--- src/rtl/hpm_pkg.sv ---
// rtl/hpm_pkg.sv - shared states, CSR constants and word type for the HPM window sequencer
package hpm_pkg;

  typedef enum logic [2:0] {
    S_IDLE,
    S_START,
    S_COUNT,
    S_STOP,
    S_SNAP,
    S_DETECT,
    S_GAP
  } hpm_seq_state_t;

  typedef logic [31:0] hpm_word_t;

  localparam logic [11:0] CSR_MCOUNTINHIBIT = 12'h320;
  localparam hpm_word_t   HPM_CNT_ENABLE    = 32'h0000_0000;
  localparam hpm_word_t   HPM_CNT_INHIBIT   = 32'hFFFF_FFFF;

endpackage

--- src/rtl/hpm_down_counter.sv ---
// rtl/hpm_down_counter.sv - loadable down counter that holds at zero
module hpm_down_counter #(
  parameter int W = 16
) (
  input  logic         clk_h,
  input  logic         rst_h,
  input  logic         load,
  input  logic [W-1:0] load_val,
  input  logic         dec,
  output logic [W-1:0] cnt,
  output logic         zero
);

  logic [W-1:0] cnt_q;
  logic [W-1:0] cnt_d;

  always_comb begin
    cnt_d = cnt_q;
    if (load) begin
      cnt_d = load_val;
    end else if (dec && (cnt_q != '0)) begin
      cnt_d = cnt_q - W'(1);
    end
  end

  always_ff @(posedge clk_h or negedge rst_h) begin
    if (!rst_h) begin
      cnt_q <= '0;
    end else begin
      cnt_q <= cnt_d;
    end
  end

  assign cnt  = cnt_q;
  assign zero = (cnt_q == '0);

endmodule

--- src/rtl/hpm_window_sequencer.sv ---
// rtl/hpm_window_sequencer.sv - opens/closes HPM counting windows via mcountinhibit
// and hands a frozen counter snapshot to the detector with a valid/done handshake.
module hpm_window_sequencer
  import hpm_pkg::*;
#(
  parameter int NUM_CNT     = 3,
  parameter int WIN_W       = 16,
  parameter int DET_TIMEOUT = 1024
) (
  input  logic                    clk_h,
  input  logic                    rst_h,
  input  logic                    cfg_en,
  input  logic [WIN_W-1:0]        cfg_window,
  input  logic [WIN_W-1:0]        cfg_gap,
  input  logic [1:0]              cfg_target,
  input  logic [NUM_CNT*32-1:0]   hpm_in,
  output logic                    csr_we_o,
  output logic [11:0]             csr_add_o,
  output logic [31:0]             csr_data_o,
  output logic [NUM_CNT*32-1:0]   hpm_o,
  output logic                    det_valid_o,
  input  logic                    det_done_i,
  output logic [1:0]              target_o,
  output logic                    busy_o,
  output logic                    timeout_o,
  output logic [15:0]             win_cnt_o
);

  localparam logic [WIN_W-1:0] TMO_LOAD = WIN_W'(DET_TIMEOUT);

  hpm_seq_state_t state_q, state_d;
  logic                  abort_q, abort_d;
  logic                  en_prev_q, en_prev_d;
  logic [1:0]            target_q, target_d;
  logic                  csr_we_q, csr_we_d;
  logic [11:0]           csr_add_q, csr_add_d;
  hpm_word_t             csr_data_q, csr_data_d;
  logic [NUM_CNT*32-1:0] hpm_q, hpm_d;
  logic                  det_valid_q, det_valid_d;
  logic                  busy_q, busy_d;
  logic                  timeout_q, timeout_d;
  logic [15:0]           win_cnt_q, win_cnt_d;

  logic [WIN_W-1:0] win_load_val;
  logic [WIN_W-1:0] win_cnt, gap_cnt, tmo_cnt;
  logic             win_zero, gap_zero, tmo_zero;
  logic             win_last, gap_last, tmo_last;

  assign win_load_val = (cfg_window == '0) ? WIN_W'(1) : cfg_window;

  hpm_down_counter #(.W(WIN_W)) u_win_ctr (
    .clk_h    (clk_h),
    .rst_h    (rst_h),
    .load     (state_q == S_START),
    .load_val (win_load_val),
    .dec      (state_q == S_COUNT),
    .cnt      (win_cnt),
    .zero     (win_zero)
  );

  // Reloaded every DETECT cycle so the value in force at GAP entry is used.
  hpm_down_counter #(.W(WIN_W)) u_gap_ctr (
    .clk_h    (clk_h),
    .rst_h    (rst_h),
    .load     (state_q == S_DETECT),
    .load_val (cfg_gap),
    .dec      (state_q == S_GAP),
    .cnt      (gap_cnt),
    .zero     (gap_zero)
  );

  hpm_down_counter #(.W(WIN_W)) u_tmo_ctr (
    .clk_h    (clk_h),
    .rst_h    (rst_h),
    .load     (state_q == S_SNAP),
    .load_val (TMO_LOAD),
    .dec      (state_q == S_DETECT),
    .cnt      (tmo_cnt),
    .zero     (tmo_zero)
  );

  assign win_last = win_zero || (win_cnt == WIN_W'(1));
  assign gap_last = gap_zero || (gap_cnt == WIN_W'(1));
  assign tmo_last = tmo_zero || (tmo_cnt == WIN_W'(1));

  always_comb begin
    state_d     = state_q;
    abort_d     = abort_q;
    en_prev_d   = cfg_en;
    target_d    = target_q;
    hpm_d       = hpm_q;
    timeout_d   = timeout_q;
    win_cnt_d   = win_cnt_q;
    csr_we_d    = 1'b0;
    csr_add_d   = 12'h000;
    csr_data_d  = HPM_CNT_ENABLE;

    if (cfg_en && !en_prev_q) begin
      timeout_d = 1'b0;
    end

    unique case (state_q)
      S_IDLE: begin
        if (cfg_en) begin
          state_d  = S_START;
          target_d = cfg_target;
          abort_d  = 1'b0;
        end
      end
      S_START: state_d = S_COUNT;
      S_COUNT: begin
        if (!cfg_en) begin
          state_d = S_STOP;
          abort_d = 1'b1;
        end else if (win_last) begin
          state_d = S_STOP;
        end
      end
      S_STOP: begin
        state_d = abort_q ? S_IDLE : S_SNAP;
        abort_d = 1'b0;
      end
      S_SNAP: begin
        hpm_d   = hpm_in;
        state_d = S_DETECT;
      end
      S_DETECT: begin
        if (det_done_i) begin
          state_d = S_GAP;
          hpm_d   = '0;
          if (win_cnt_q != 16'hFFFF) begin
            win_cnt_d = win_cnt_q + 16'd1;
          end
        end else if (tmo_last) begin
          state_d   = S_GAP;
          hpm_d     = '0;
          timeout_d = 1'b1;
        end
      end
      S_GAP: begin
        if (gap_last) begin
          if (cfg_en) begin
            state_d  = S_START;
            target_d = cfg_target;
          end else begin
            state_d = S_IDLE;
          end
        end
      end
      default: state_d = S_IDLE;
    endcase

    // Outputs are decoded from the next state so they register in step with it.
    if (state_d == S_START) begin
      csr_we_d   = 1'b1;
      csr_add_d  = CSR_MCOUNTINHIBIT;
      csr_data_d = HPM_CNT_ENABLE;
    end else if (state_d == S_STOP) begin
      csr_we_d   = 1'b1;
      csr_add_d  = CSR_MCOUNTINHIBIT;
      csr_data_d = HPM_CNT_INHIBIT;
    end
    det_valid_d = (state_d == S_DETECT);
    busy_d      = (state_d != S_IDLE);
  end

  always_ff @(posedge clk_h or negedge rst_h) begin
    if (!rst_h) begin
      state_q     <= S_IDLE;
      abort_q     <= 1'b0;
      en_prev_q   <= 1'b0;
      target_q    <= 2'b00;
      csr_we_q    <= 1'b0;
      csr_add_q   <= 12'h000;
      csr_data_q  <= '0;
      hpm_q       <= '0;
      det_valid_q <= 1'b0;
      busy_q      <= 1'b0;
      timeout_q   <= 1'b0;
      win_cnt_q   <= 16'h0000;
    end else begin
      state_q     <= state_d;
      abort_q     <= abort_d;
      en_prev_q   <= en_prev_d;
      target_q    <= target_d;
      csr_we_q    <= csr_we_d;
      csr_add_q   <= csr_add_d;
      csr_data_q  <= csr_data_d;
      hpm_q       <= hpm_d;
      det_valid_q <= det_valid_d;
      busy_q      <= busy_d;
      timeout_q   <= timeout_d;
      win_cnt_q   <= win_cnt_d;
    end
  end

  assign csr_we_o    = csr_we_q;
  assign csr_add_o   = csr_add_q;
  assign csr_data_o  = csr_data_q;
  assign hpm_o       = hpm_q;
  assign det_valid_o = det_valid_q;
  assign target_o    = target_q;
  assign busy_o      = busy_q;
  assign timeout_o   = timeout_q;
  assign win_cnt_o   = win_cnt_q;

endmodule

--- config.mk ---
export PLATFORM = sky130hd
export DESIGN_NAME = hpm_window_sequencer
export DESIGN_NICKNAME = d
export VERILOG_FILES = /design/src/rtl/hpm_pkg.sv /design/src/rtl/hpm_down_counter.sv /design/src/rtl/hpm_window_sequencer.sv
export SDC_FILE = /design/constraint.sdc
export NUM_CORES = 1
export LEC_CHECK = 0
export BUFFER_PORTS_ARGS = -buffer_cell sky130_fd_sc_hd__buf_4
export CORE_MARGIN = 2
export CORE_UTILIZATION = 35
export DETAILED_ROUTE_END_ITERATION = 8
export PLACE_DENSITY_LB_ADDON = 0.05
export SKIP_CTS_REPAIR_TIMING = 1
export SLEW_MARGIN = 20
export SYNTH_ARGS = -nofsm -noshare
export SYNTH_HDL_FRONTEND = slang
export SYNTH_SLANG_ARGS = --single-unit
--- constraint.sdc ---
create_clock -name clk_h -period 2.4 [get_ports clk_h]
set_input_delay 0.36 -clock clk_h [delete_from_list [all_inputs] [get_ports clk_h]]
set_output_delay 0.36 -clock clk_h [all_outputs]
set_load 0.005 [all_outputs]
==> results of run 1 <==
[power by group]
part           switching, W  internal, W  total [W]
Combinational       0.00243      0.00296    0.00539
Clock               0.00133      0.00142    0.00274
Sequential          0.00107      0.00410    0.00517
[Yosys cell counts (3+ instances only)]
master and n:
mux2_2 3, a211oi_1 5, or3b_2 3, a22o_1 97, or4_1 4, nand2_1 47, nor4_4 4, inv_1 8
and2_1 3, o311ai_0 3, dfrtp_1 172, nor2_1 35, and3_1 7, or3_1 6, buf_6 5, buf_4 43
a21oi_1 15, nand2b_1 7, xnor2_1 25, ha_1 8, nor3b_1 4, nand4_1 14, nand3_1 19, nor3_1 20
o211ai_1 8, or2_2 3, o2111ai_1 3, and4_1 4, o21ai_0 23, nor4b_1 4, clkbuf_1 27, nor4_2 3
buf_1 3, xor2_1 17, nor4_1 16
[routing by layer]
layer  track usage  share of wire  up-vias
met2         0.306           0.49      238
met1         0.224           0.41     3153
li1              -              -     3055
met4        0.0635          0.023        0
met3        0.0586          0.074       27
met5             0              0        -
[state kept, by name (all words and copies together), names as in the netlist]
signal,cells
abort_q,1
busy_o,1
csr_add_o,1
csr_data_o,1
det_valid_o,1
en_prev_q,1
hpm_o,96
state_q,3
target_o,2
timeout_o,1
u_gap_ctr.cnt,16
u_tmo_ctr.cnt,16
u_win_ctr.cnt,16
win_cnt_o,16
[worst register-to-register path, cell delays in order, from the launching register on]
cell and delay [ps]:
dfrtp_1 460, nor4_4 400, nand4_1 220, nor4_4 420, o21ai_4 130, buf_12 200, a22o_1 280
[area by class of cell]
class,instances,area share
Sequential cell,172,0.396
Inverter,8,0.00276
Tap cell,285,0.0328
Clock buffer,18,0.0404
Multi-Input combinational cell,450,0.288
Timing Repair Buffer,315,0.226
Clock inverter,14,0.0130
[worst max-delay path by stage]
stage / startpoint / cells after the start / slack, ps / endpoint
floorplan: u_tmo_ctr.cnt[8]$_DFFE_PN0P_ / 7 / 390 / hpm_o[53]$_DFFE_PN0P_
global placement: u_win_ctr.cnt[0]$_DFFE_PN0P_ / 7 / 240 / u_win_ctr.cnt[5]$_DFFE_PN0P_
detailed placement: u_tmo_ctr.cnt[8]$_DFFE_PN0P_ / 6 / 210 / hpm_o[78]$_DFFE_PN0P_
CTS: u_tmo_ctr.cnt[8]$_DFFE_PN0P_ / 6 / 190 / hpm_o[84]$_DFFE_PN0P_
global route: u_win_ctr.cnt[1]$_DFFE_PN0P_ / 7 / 20 / u_win_ctr.cnt[5]$_DFFE_PN0P_
finish: u_tmo_ctr.cnt[8]$_DFFE_PN0P_ / 6 / 180 / hpm_o[58]$_DFFE_PN0P_
[cells by family after synthesis]
group	count (synthesis)
AND/OR/NAND/NOR	216
AO/OA/AOI/OAI	172
flip-flops	172
buffers and inverters	87
XOR/XNOR	42
adder cells (fa/ha/maj)	8
multiplexers	3
other	1
[through the flow]
stage | total power (W) | setup slack, ps
6_report | 0.0133 | 183
5_1_grt | 0.0143 | 21.5
4_1_cts | 0.0135 | 187
3_5_place_dp | 0.0106 | 205
3_3_place_gp | 0.0105 | 245
2_1_floorplan | 0.00813 | 387
==> flow_summary.toml, run 1 <==
[yosys]
ys_ff_latch = 172
synth_top_family_by_area = "compound AO/OA/AOI/OAI gates"
synth.yosys.seq_area_share = 0.544
synth_cell_type_count = 58
synthMuxAreaShare = 0.00427
yosys.area_share.simple = 0.158
syn_area_per_cell_um2 = 11.3
synth_compound_area_frac = 0.168
synth_cells = 701
netlist.area_leader.share = 0.544
yosysWarningCount = 0
synth-main-ff-cell = "dfrtp_1"
synthAdderAreaFrac = 0.0126
synth.area.top_cells = "dfrtp_1 54%, a22o_1 11%, buf_4 4.1%"
yosys.area.top_type = "dfrtp_1"
synth_edf_count = 0
synth_xor_area_frac = 0.0465
syn_area_um2 = 7920
synth-async-reset-ratio = 1.00

[cells_and_area]
drive_gt1_frac = 0.379
fill_cells = 2123
multi_input_area_um2 = 3130
final_common_cell = "buf_4"
nNetsFinal = 1106
syn_to_final_growth_pct = 37.2
fin_area_um2 = 10900
final_util = 0.484
seqCellArea_um2 = 4300
diodes = 0
final_cell_mix = "306 x buf_4, 172 x dfrtp_1, 97 x a22o_1, 47 x nand2_1, 34 x nor2_1"
stdcell_count = 1262

[setup_path]
critPathMaxStageDelay_ps = 460
r2r-end = "hpm_o[58]$_DFFE_PN0P_"
crit_type = "flop to flop"
r2r_slack_ps = 180
cp.arrival_ps = 2540
path_cells = "nor4_4 -> nand4_1 -> nor4_4 -> o21ai_4 -> buf_12 -> a22o_1"
slowest_stage = "dfrtp_1"
path_max_fanout = 67
crit_buf_inv = 1
r2r-start = "u_tmo_ctr.cnt[8]$_DFFE_PN0P_"
endpoint_kind = "flop"
worstPathRequired_ps = 2720
cpMostUsedCell = "nor4_4"
cpLargestDelayFamily = "simple AND/OR/NAND/NOR gates"
reg2reg_depth = 6
cp-start-kind = "flop"

[floorplanning]
die_h_um = 154
core_area_um2 = 22400
die_w_um = 154
start_util = 0.353
ios = 296
placementRows = 55
die_area_um2 = 23800

[placement]
place_area_um2 = 10300
dp.cells = 1229
gp_congestion = 0.858
port_buffers = 286
hpwlAfterDp_um = 15700

[timing]
relSlewSlack = 0.458
finalSetupTns_ps = 0
whs_ps = 116
rsz0062_at_grt = "false"
hold_viol = 0
worstMarginPinSlew_ps = 813
setup-violations-final = 0
layout_min_cycle_time_ps = 2220
skew_ps = 11.1
drv_slew = 0
timing.final.crit_share = 0.924
fmax_mhz = 451

[grt]
grt_pass1_wl_um = 35000
grt_usage = 0.183
grt_max_degree = 68
grt_antenna_before_repair = 0
grt_pass1_vias = 6593
globalRouteOverflowTotal = 0

[route]
drt_first_pass_iters = 4
viasPerCell = 5.13
wl_per_cell_um = 17.2
wl_um = 21700
drt_iter0_markers = 228
drc = 0
postRouteAntennaNets = 0
detailroute.via_count = 6473

[power_and_ir_drop]
p_leak_nw = 5.22
pwr_density_cell_nw_per_um2 = 1230
ir_worst_vdd_mv = 0.532

[cts]
cts_tree = "built"
numCtsBuffers = 17
clock_latency_ps = 430
clk_pin_slew_ps = 80
htree_levels = 4
clockBufferDepth = 2
cts.sinks = 172
clock-root-buffer = "clkbuf_16"

[worst_hold_path]
min_to = "en_prev_q$_DFF_PN0_"
holdPathStages = 1
holdCritPathClass = "input port to flop"
min-delay-start = "cfg_en"

[outcome]
status = "finished, final reports clean"

[run]
cap_violations = 0
No activity file was read; power rests on OpenSTA's default activity.
==> inputs of run 2 (changes only) <==
Settings changed: CTS_BUF_LIST set to sky130_fd_sc_hd__clkbuf_4.
==> flow_summary.toml, run 2 (synthesis gave the netlist of run 1 again) <==
[cells_and_area]
final_common_cell = "buf_4"
syn_to_final_growth_pct = 48.5
drive_gt1_frac = 0.336
fin_area_um2 = 11800
final_cell_mix = "306 x buf_4, 172 x dfrtp_1, 121 x dlygate4sd3_1, 97 x a22o_1, 47 x nand2_1"
nNetsFinal = 1226
largest_reg_flops = 96

[outcome]
status = "finished, final reports clean"

[setup_path]
cp.arrival_ps = 2690
path_cells = "inv_1 -> ha_1 -> or3b_2 -> nor4_4 -> nor2_1 -> a211oi_1 -> nor2_1"
endpoint_kind = "flop"
critPathMaxStageDelay_ps = 490
path_max_fanout = 7
cp-start-kind = "flop"
slowest_stage = "or3b_2"
cpMostUsedCell = "nor2_1"
worstPathRequired_ps = 2860
crit_type = "flop to flop"

[floorplanning]
die_w_um = 154
ios = 296
die_h_um = 154
start_util = 0.353
die_area_um2 = 23800
core_area_um2 = 22400
placementRows = 55

[grt]
grt_use_met3 = 0.0602
grt_pass1_wl_um = 34700
globalRouteOverflowTotal = 0
grt_usage = 0.180
use_met2 = 0.305
use_met1 = 0.221
grt_antenna_before_repair = 1
grt_pass1_vias = 6551
grt_max_degree = 68
top_usage_layer = "met2"

[timing]
drv_slew = 0
rsz0062_at_grt = "false"
worstMarginPinSlew_ps = 821
fmax_mhz = 449
finalSetupTns_ps = 0
setup-violations-final = 0
layout_min_cycle_time_ps = 2230
relSlewSlack = 0.453
hold_viol = 0
timing.final.crit_share = 0.927
skew_ps = 34.9

[route]
drc = 0
wl_um = 22600
postRouteAntennaNets = 0
viasPerCell = 5.05
drt_first_pass_iters = 5
detailroute.via_count = 6990
wl_per_cell_um = 16.4
drt_iter0_markers = 288

[placement]
gp_congestion = 0.858
port_buffers = 286
hpwlAfterDp_um = 15700
place_area_um2 = 10300

[power_and_ir_drop]
pwr_density_cell_nw_per_um2 = 1050
p_leak_nw = 5.59
ir_worst_vdd_mv = 0.449

[cts]
clock_latency_ps = 580
clk_pin_slew_ps = 160
cts.sinks = 172
htree_levels = 4
numCtsBuffers = 17
clock-root-buffer = "clkbuf_4"
cts_tree = "built"
clockBufferDepth = 2

[worst_hold_path]
holdCritPathClass = "input port to flop"

[run]
cap_violations = 0
run 2: final cells by class:
type,instances,area [um2]
fill,2022,10700
sequential,172,4300
timing repair buffer,435,3660
multi-input combinational,450,3130
tap,285,357
clock inverter,15,145
clock buffer,17,128
inverter,8,30.0
antenna,2,5.00
run 2: through the flow:
step           utilization  hold slack [ps]  instances  setup slack [ps]  power [W]
2_1_floorplan            -             64.4        709               387    0.00813
3_3_place_gp         0.458              388       1229               245     0.0105
3_5_place_dp         0.458              393       1229               205     0.0106
4_1_cts              0.470             -266       1261               173     0.0123
5_1_grt              0.524             8.55       1384              5.46     0.0133
6_report             0.524             46.3       1384               175     0.0124
run 2: worst paths after layout:
check,start,endpoint,slack (ps),depth (start not counted)
setup / recovery,u_win_ctr.cnt[0]$_DFFE_PN0P_,u_win_ctr.cnt[5]$_DFFE_PN0P_,170,7
hold / removal,cfg_window[6],u_win_ctr.cnt[6]$_DFFE_PN0P_,50,3
setup reg to reg,u_win_ctr.cnt[0]$_DFFE_PN0P_,u_win_ctr.cnt[5]$_DFFE_PN0P_,170,7
hold reg to reg,u_gap_ctr.cnt[7]$_DFFE_PN0P_,u_gap_ctr.cnt[7]$_DFFE_PN0P_,510,1
max in group asynchronous,rst_h,u_gap_ctr.cnt[6]$_DFFE_PN0P_,1370,3
min in group asynchronous,rst_h,u_gap_ctr.cnt[10]$_DFFE_PN0P_,330,2
run 2: layer usage:
| metal | part of all wire | vias up |
|---|---|---|
| met3 | 0.060 | 22 |
| met5 | 0 | - |
| met1 | 0.42 | 3419 |
| met4 | 0.017 | 0 |
| li1 | - | 3308 |
| met2 | 0.50 | 241 |
run 2: where the power goes:
group          internal [W]  total, W  switching [W]
combinational       0.00309   0.00557        0.00249
sequential          0.00409   0.00517        0.00108
clock              0.000469   0.00165        0.00119
run 2: critical path, delay by kind of cell (launching register included):
family	cells	cell delay (ps)
AOI/OAI and AO/OA	1	230
adders and majority gates	1	240
buffers and inverters	1	120
DFF	1	470
and+or+nand+nor	4	1080
